### config.mk
export PLATFORM = sky130hd
export DESIGN_NAME = lc_tag_collector_flat
export DESIGN_NICKNAME = d
export VERILOG_FILES = /design/src/rtl/lc_tag_collector_if.sv /design/src/rtl/lc_tag_collector.sv /design/src/flat_wrapper.sv
export SDC_FILE = /design/constraint.sdc
export NUM_CORES = 2
export LEC_CHECK = 0
export ABC_CLOCK_PERIOD_IN_PS = 8400
export CAP_MARGIN = 10
export CORE_AREA = 8 8 258 260
export CTS_CLUSTER_SIZE = 8
export DETAILED_ROUTE_END_ITERATION = 10
export DIE_AREA = 0 0 266 268
export PLACE_DENSITY = 0.74
export SYNTH_ARGS = -nofsm -noshare
export SYNTH_HDL_FRONTEND = slang
export SYNTH_SLANG_ARGS = --single-unit
### constraint.sdc
create_clock -name clk -period 8.4 [get_ports clk]
set_input_delay 2.1 -clock clk [delete_from_list [all_inputs] [get_ports clk]]
set_output_delay 2.1 -clock clk [all_outputs]
set_load 0.05 [all_outputs]
### src/rtl/lc_tag_collector_if.sv
// Tag output stream toward the event builder: valid/ready handshake carrying
// the channel index and whether the trigger was confirmed by a local coincidence.
interface lc_tag_collector_if;
    logic       tag_valid;
    logic       tag_ready;
    logic [7:0] tag_chan;
    logic       tag_lc;

    modport master (
        output tag_valid,
        output tag_chan,
        output tag_lc,
        input  tag_ready
    );

    modport slave (
        input  tag_valid,
        input  tag_chan,
        input  tag_lc,
        output tag_ready
    );
endinterface

### src/rtl/lc_tag_collector.sv
// Turns each per-channel trigger rising edge into one tag (confirmed or timed out)
// and serializes pending tags round-robin onto a single valid/ready stream.
module lc_tag_collector #(
    parameter int N_CHANNELS = 24
) (
    input  logic                  clk,
    input  logic                  rst,
    input  logic [15:0]           lc_window_width,
    input  logic [N_CHANNELS-1:0] trig,
    input  logic [N_CHANNELS-1:0] local_coinc,
    lc_tag_collector_if.master    tag_if,
    output logic [15:0]           drop_count
);

    // state   | meaning
    // ST_IDLE | armed, waiting for a trigger rising edge
    // ST_WAIT | edge seen, watching local_coinc until the window expires
    // ST_PEND | outcome known, waiting for the arbiter to take the tag
    typedef enum logic [1:0] {
        ST_IDLE = 2'd0,
        ST_WAIT = 2'd1,
        ST_PEND = 2'd2
    } ch_state_t;

    ch_state_t             state_q   [N_CHANNELS];
    ch_state_t             state_nxt [N_CHANNELS];
    logic [15:0]           cnt_q     [N_CHANNELS];
    logic [15:0]           cnt_nxt   [N_CHANNELS];
    logic [N_CHANNELS-1:0] lc_q;
    logic [N_CHANNELS-1:0] lc_nxt;
    logic [N_CHANNELS-1:0] trig_d;
    logic [N_CHANNELS-1:0] trig_edge;
    logic [N_CHANNELS-1:0] pend_vec;
    logic [N_CHANNELS-1:0] drop_vec;

    logic [7:0]            rr_q;
    logic [7:0]            rr_nxt;
    logic                  tag_valid_q;
    logic                  tag_valid_nxt;
    logic [7:0]            tag_chan_q;
    logic [7:0]            tag_chan_nxt;
    logic                  tag_lc_q;
    logic                  tag_lc_nxt;
    logic [15:0]           drop_count_q;
    logic [15:0]           drop_count_nxt;

    logic [15:0]           win_eff;
    logic                  out_free;
    logic                  pend_found;
    logic                  grant;
    logic [7:0]            grant_idx;
    logic                  grant_lc;
    logic                  hi_hit;
    logic [7:0]            hi_idx;
    logic                  lo_hit;
    logic [7:0]            lo_idx;
    logic [8:0]            drop_pop;
    logic [16:0]           drop_sum;

    assign win_eff   = (lc_window_width == 16'd0) ? 16'd1 : lc_window_width;
    assign trig_edge = trig & ~trig_d;
    assign out_free  = ~tag_valid_q | tag_if.tag_ready;

    // Round-robin pick: first PEND at or above rr, else the lowest PEND (wrap).
    always_comb begin
        pend_vec = '0;
        hi_hit   = 1'b0;
        hi_idx   = '0;
        lo_hit   = 1'b0;
        lo_idx   = '0;
        for (int i = 0; i < N_CHANNELS; i++) begin
            pend_vec[i] = (state_q[i] == ST_PEND);
            if (pend_vec[i] && !lo_hit) begin
                lo_hit = 1'b1;
                lo_idx = 8'(i);
            end
            if (pend_vec[i] && !hi_hit && (8'(i) >= rr_q)) begin
                hi_hit = 1'b1;
                hi_idx = 8'(i);
            end
        end
        pend_found = lo_hit;
        grant_idx  = hi_hit ? hi_idx : lo_idx;
        grant      = pend_found & out_free;
        grant_lc   = 1'b0;
        for (int i = 0; i < N_CHANNELS; i++) begin
            if (grant_idx == 8'(i)) begin
                grant_lc = lc_q[i];
            end
        end
    end

    // Per-channel collection FSMs.
    always_comb begin
        drop_vec = '0;
        lc_nxt   = lc_q;
        for (int i = 0; i < N_CHANNELS; i++) begin
            state_nxt[i] = state_q[i];
            cnt_nxt[i]   = cnt_q[i];
            case (state_q[i])
                ST_IDLE: begin
                    if (trig_edge[i]) begin
                        if (local_coinc[i]) begin
                            state_nxt[i] = ST_PEND;
                            lc_nxt[i]    = 1'b1;
                            cnt_nxt[i]   = '0;
                        end else begin
                            state_nxt[i] = ST_WAIT;
                            lc_nxt[i]    = 1'b0;
                            cnt_nxt[i]   = 16'd1;
                        end
                    end
                end
                ST_WAIT: begin
                    drop_vec[i] = trig_edge[i];
                    // Coincidence wins over timeout; timeout check keeps cnt from wrapping.
                    if (local_coinc[i]) begin
                        state_nxt[i] = ST_PEND;
                        lc_nxt[i]    = 1'b1;
                        cnt_nxt[i]   = '0;
                    end else if (cnt_q[i] >= win_eff) begin
                        state_nxt[i] = ST_PEND;
                        lc_nxt[i]    = 1'b0;
                        cnt_nxt[i]   = '0;
                    end else begin
                        cnt_nxt[i] = cnt_q[i] + 16'd1;
                    end
                end
                ST_PEND: begin
                    drop_vec[i] = trig_edge[i];
                    if (grant && (grant_idx == 8'(i))) begin
                        state_nxt[i] = ST_IDLE;
                    end
                end
                default: begin
                    state_nxt[i] = ST_IDLE;
                    cnt_nxt[i]   = '0;
                end
            endcase
        end
    end

    // Saturating drop accumulation.
    always_comb begin
        drop_pop = '0;
        for (int i = 0; i < N_CHANNELS; i++) begin
            drop_pop = drop_pop + {8'd0, drop_vec[i]};
        end
        drop_sum       = {1'b0, drop_count_q} + {8'd0, drop_pop};
        drop_count_nxt = drop_sum[16] ? 16'hFFFF : drop_sum[15:0];
    end

    always_comb begin
        tag_valid_nxt = tag_valid_q;
        tag_chan_nxt  = tag_chan_q;
        tag_lc_nxt    = tag_lc_q;
        rr_nxt        = rr_q;
        if (out_free) begin
            if (pend_found) begin
                tag_valid_nxt = 1'b1;
                tag_chan_nxt  = grant_idx;
                tag_lc_nxt    = grant_lc;
                rr_nxt        = (grant_idx == 8'(N_CHANNELS - 1)) ? 8'd0 : grant_idx + 8'd1;
            end else begin
                tag_valid_nxt = 1'b0;
            end
        end
    end

    always_ff @(posedge clk) begin
        if (rst) begin
            for (int i = 0; i < N_CHANNELS; i++) begin
                state_q[i] <= ST_IDLE;
                cnt_q[i]   <= '0;
            end
            lc_q         <= '0;
            trig_d       <= '0;
            rr_q         <= '0;
            tag_valid_q  <= 1'b0;
            tag_chan_q   <= '0;
            tag_lc_q     <= 1'b0;
            drop_count_q <= '0;
        end else begin
            for (int i = 0; i < N_CHANNELS; i++) begin
                state_q[i] <= state_nxt[i];
                cnt_q[i]   <= cnt_nxt[i];
            end
            lc_q         <= lc_nxt;
            trig_d       <= trig;
            rr_q         <= rr_nxt;
            tag_valid_q  <= tag_valid_nxt;
            tag_chan_q   <= tag_chan_nxt;
            tag_lc_q     <= tag_lc_nxt;
            drop_count_q <= drop_count_nxt;
        end
    end

    assign tag_if.tag_valid = tag_valid_q;
    assign tag_if.tag_chan  = tag_chan_q;
    assign tag_if.tag_lc    = tag_lc_q;
    assign drop_count       = drop_count_q;

endmodule

### src/flat_wrapper.sv
// flat-port wrapper written by rule: the top's interface ports become plain ports
module lc_tag_collector_flat 
#(
    parameter int N_CHANNELS = 24
)
  (clk, rst, lc_window_width, trig, local_coinc, drop_count, tag_if_tag_valid, tag_if_tag_chan, tag_if_tag_lc, tag_if_tag_ready);
  lc_tag_collector_if tag_if_i ();
  input  logic clk;
  input  logic rst;
  input  logic [15:0] lc_window_width;
  input  logic [N_CHANNELS-1:0] trig;
  input  logic [N_CHANNELS-1:0] local_coinc;
  output logic [15:0] drop_count;
  output wire logic [$bits(tag_if_i.tag_valid)-1:0] tag_if_tag_valid;
  output wire logic [$bits(tag_if_i.tag_chan)-1:0] tag_if_tag_chan;
  output wire logic [$bits(tag_if_i.tag_lc)-1:0] tag_if_tag_lc;
  input wire logic [$bits(tag_if_i.tag_ready)-1:0] tag_if_tag_ready;
  assign tag_if_tag_valid = tag_if_i.tag_valid;
  assign tag_if_tag_chan = tag_if_i.tag_chan;
  assign tag_if_tag_lc = tag_if_i.tag_lc;
  assign tag_if_i.tag_ready = tag_if_tag_ready;
  lc_tag_collector #(.N_CHANNELS(N_CHANNELS)) u_core (.clk(clk), .rst(rst), .lc_window_width(lc_window_width), .trig(trig), .local_coinc(local_coinc), .tag_if(tag_if_i), .drop_count(drop_count));
endmodule
==> impl_metrics.toml <==
[status]
outcome = "completed"

[global_route]
grt_pass1_wl_um = 158700
grt.total_usage = 0.2727
grt_max_degree = 89
grt_pass1_vias = 29730
antenna_found_initial = 2
overflow = 0

[synthesis]
yosys_warnings = 0
synth-edff-count = 0
syn-cell-area_um2 = 35090
ys_types = 90
synth_seq_cells = 509
yosys-top-cells-count = "509 x dfxtp_1, 497 x ha_1, 469 x nor2_1"
yosysSeqAreaShare = 0.2904
yosysMostFrequentCell = "dfxtp_1"
yosysTopAreaCellShare = 0.2904
synthArstFlopShare = 0
ys.flop_type = "dfxtp_1"
synth_top_cell_by_area = "dfxtp_1"
synth.area.top_cells = "dfxtp_1 29%, ha_1 18%, a21oi_1 5.0%"
synth_cells = 4294
avgSynthCellArea_um2 = 8.172

[cells_and_area]
multi_input_area_um2 = 23610
fillers = 5544
drive_gt1_frac = 0.05260
seq_area_um2 = 10190
nets = 4968
area_delta_synth_final_pct = 10.97
final_area_um2 = 38940

[timing]
setup_viol = 0
fin_crit_ps = 8093
post-route-period-util = 0.9634
final_max_slew_viol_count = 0
worst_pin_slew_ps = 1035
finalHoldViolCount = 0
finalSetupTns_ps = 0
holdWs_ps = 478.0
max_freq_ghz = 0.1236
rsz0062_at_grt = "false"
relSlewSlack = 0.3102
finClkSkew_ps = 24.14

[clock_network]
post-cts-setup-buffers = 0
cts_root_buf = "clkbuf_16"
cts_tree = "done"
worstSkewPairLatency_ps = 610
cts_hold_buf = 0
htreeDepth = 3
cts-buffers-inserted = 73
clk_pin_slew_ps = 50
clkSinkCount = 509
cts_buffer_depth = 3
cts_repair_resize_count = 0

[floorplanning]
dieArea_um2 = 71290
die_h_um = 268
rows = 92
core_area_um2 = 62390
dieWidth_um = 266
pin_count = 93
start_util = 0.5624

[setup_path]
cp_common_cell = "fa_1"
cp-start-kind = "input port"
cp_data_required_time_ps = 8840
critPathArrivalTime_ps = 8530
max_stage_delay_ps = 530
slowest_stage = "fa_1"
crit_type = "input port to flop"
r2r_cells = 24
path_cells = "clkdlybuf4s50_1 -> nand2b_1 -> nor2_1 -> ha_1 -> inv_1 -> fa_1 -> fa_1 -> fa_1 -> fa_1 -> fa_1 -> fa_1 -> fa_1 -> inv_1 -> fa_1 -> a21o_1 -> a21oi_1 -> nor2b_1 -> o21ai_0 -> buf_4 -> nor2_1 -> nand3_1 -> xor2_1 -> a21oi_1"
path_max_fanout = 2
worstSetupEndpointType = "flop"

[placement]
gp_congestion = 0.9944
placed_cell_area_um2 = 36970
port_buffers = 89
dpl.hpwl_um = 69510

[route]
wl_um = 99870
top_layer = "met5"
met2_length_um = 45530
wl_met1_um = 44870
drtPass1Iterations = 5
drtAntennaViolNets = 0
drc = 0
wl_met3_um = 5428
vias_per_cell = 6.032
vias = 31610
wl_per_cell_um = 19.06
drt-initial-drc-count = 2439

[power_and_ir_drop]
total_leakage_power_nw = 16.71
power_density_nw_per_um2 = 283.7
finalPower_w = 0.01105
peakVddDrop_mv = 0.3575

[job]
maxCapViolCount = 0

[min_path]
min_path_type = "flop to flop"
whs_path_depth = 2
-- state kept, by name (all words and copies together), names as in the netlist --
register                 flops
u_core.tag_if.tag_valid      1
u_core.trig_d               24
u_core.state_q              48
u_core.drop_count           16
u_core.tag_if.tag_lc         1
u_core.cnt_q               384
u_core.rr_q                  6
u_core.lc_q                 24
u_core.tag_if.tag_chan       5
-- through the flow --
| step | util | std cells | setup WS [ps] |
|---|---|---|---|
| 2_1_floorplan | - | 4296 | 376.4 |
| 3_3_place_gp | 0.5926 | 5157 | -125.7 |
| 3_5_place_dp | 0.5926 | 5157 | -301.3 |
| 4_1_cts | 0.6241 | 5238 | 315.7 |
| 5_1_grt | 0.6241 | 5239 | 38.50 |
| 6_report | 0.6241 | 5240 | 307.3 |
-- cell usage in the layout (no fill, tap or decap), types with 25 or more instances in the layout --
cell type / Yosys / routed
a2111oi_0: 27 / 27
nor3_1: 50 / 50
o21a_1: 35 / 35
nor2_1: 469 / 469
a21oi_1: 352 / 352
clkbuf_16: 0 / 77
a21o_1: 98 / 98
clkdlybuf4s50_1: 0 / 88
a211oi_1: 56 / 56
xor2_1: 148 / 148
xnor2_1: 56 / 56
or3_1: 25 / 25
nand3_1: 140 / 140
nor2b_1: 74 / 74
o211ai_1: 41 / 41
mux2i_1: 39 / 39
ha_1: 497 / 497
and3_1: 145 / 145
or3b_2: 31 / 31
nand4_1: 81 / 81
o21ai_0: 256 / 255
nand2_1: 377 / 377
dfxtp_1: 509 / 509
nand2b_1: 72 / 72
buf_4: 7 / 59
inv_1: 201 / 185
nand3b_1: 69 / 69
-- report_power, final --
group / internal, W / switching [W] / leakage [nW] / total [W]
clock: 0.00161 / 0.00107 / 0.966 / 0.00268
combinational: 0.00202 / 0.00346 / 11.6 / 0.00548
sequential: 0.00265 / 0.000238 / 4.13 / 0.00289
total: 0.00628 / 0.00477 / 16.7 / 0.0110
-- per-layer routing --
layer | up-vias | GRT usage
met5 | - | 0
met4 | 2 | 0.1081
met3 | 229 | 0.03925
met2 | 826 | 0.4550
met1 | 14960 | 0.3543
li1 | 15600 | -
-- worst max-delay path: cells and delay by family --
kind,cells,cell delay (ps)
AND/OR/NAND/NOR,5,500
buffers and inverters,4,800
AO/OA/AOI/OAI,4,770
adder cells (fa/ha/maj),9,4180
XOR/XNOR,1,170
-- path summary, 6_finish.rpt --
| check | startpoint | end | slack [ps] |
|---|---|---|---|
| max | trig[0] | u_core.drop_count[10]$_SDFF_PP0_ | 310 |
| min | u_core.cnt_q[0][239]$_SDFFE_PP0P_ | u_core.cnt_q[0][239]$_SDFFE_PP0P_ | 480 |
| max reg2reg | u_core.state_q[0][0]$_SDFFE_PP0P_ | u_core.drop_count[10]$_SDFF_PP0_ | 1580 |
| min reg2reg | u_core.cnt_q[0][239]$_SDFFE_PP0P_ | u_core.cnt_q[0][239]$_SDFFE_PP0P_ | 480 |
-- final cells by class --
type,instances,area share
sequential,509,0.2617
antenna,2,0.0001285
multi-input combinational,3452,0.6064
clock inverter,2,0.0004498
clock buffer,79,0.04993
tap,846,0.02718
inverter,201,0.01938
timing repair buffer,149,0.03489
-- cells by family (layout without fill, tap and decap cells) --
| group | count (synthesis) | after routing | share of synthesized area |
|---|---|---|---|
| buf+inv | 335 | 431 | 0.03730 |
| compound gates | 1053 | 1053 | 0.1877 |
| flops | 509 | 509 | 0.2904 |
| xor+xnor | 204 | 204 | 0.05092 |
| mux | 47 | 47 | 0.01369 |
| fa+ha+maj | 515 | 515 | 0.1875 |
| simple gates | 1630 | 1630 | 0.2324 |
| other cells | 1 | 5 | 0.0001069 |
Power figures use the tool's default switching activity.
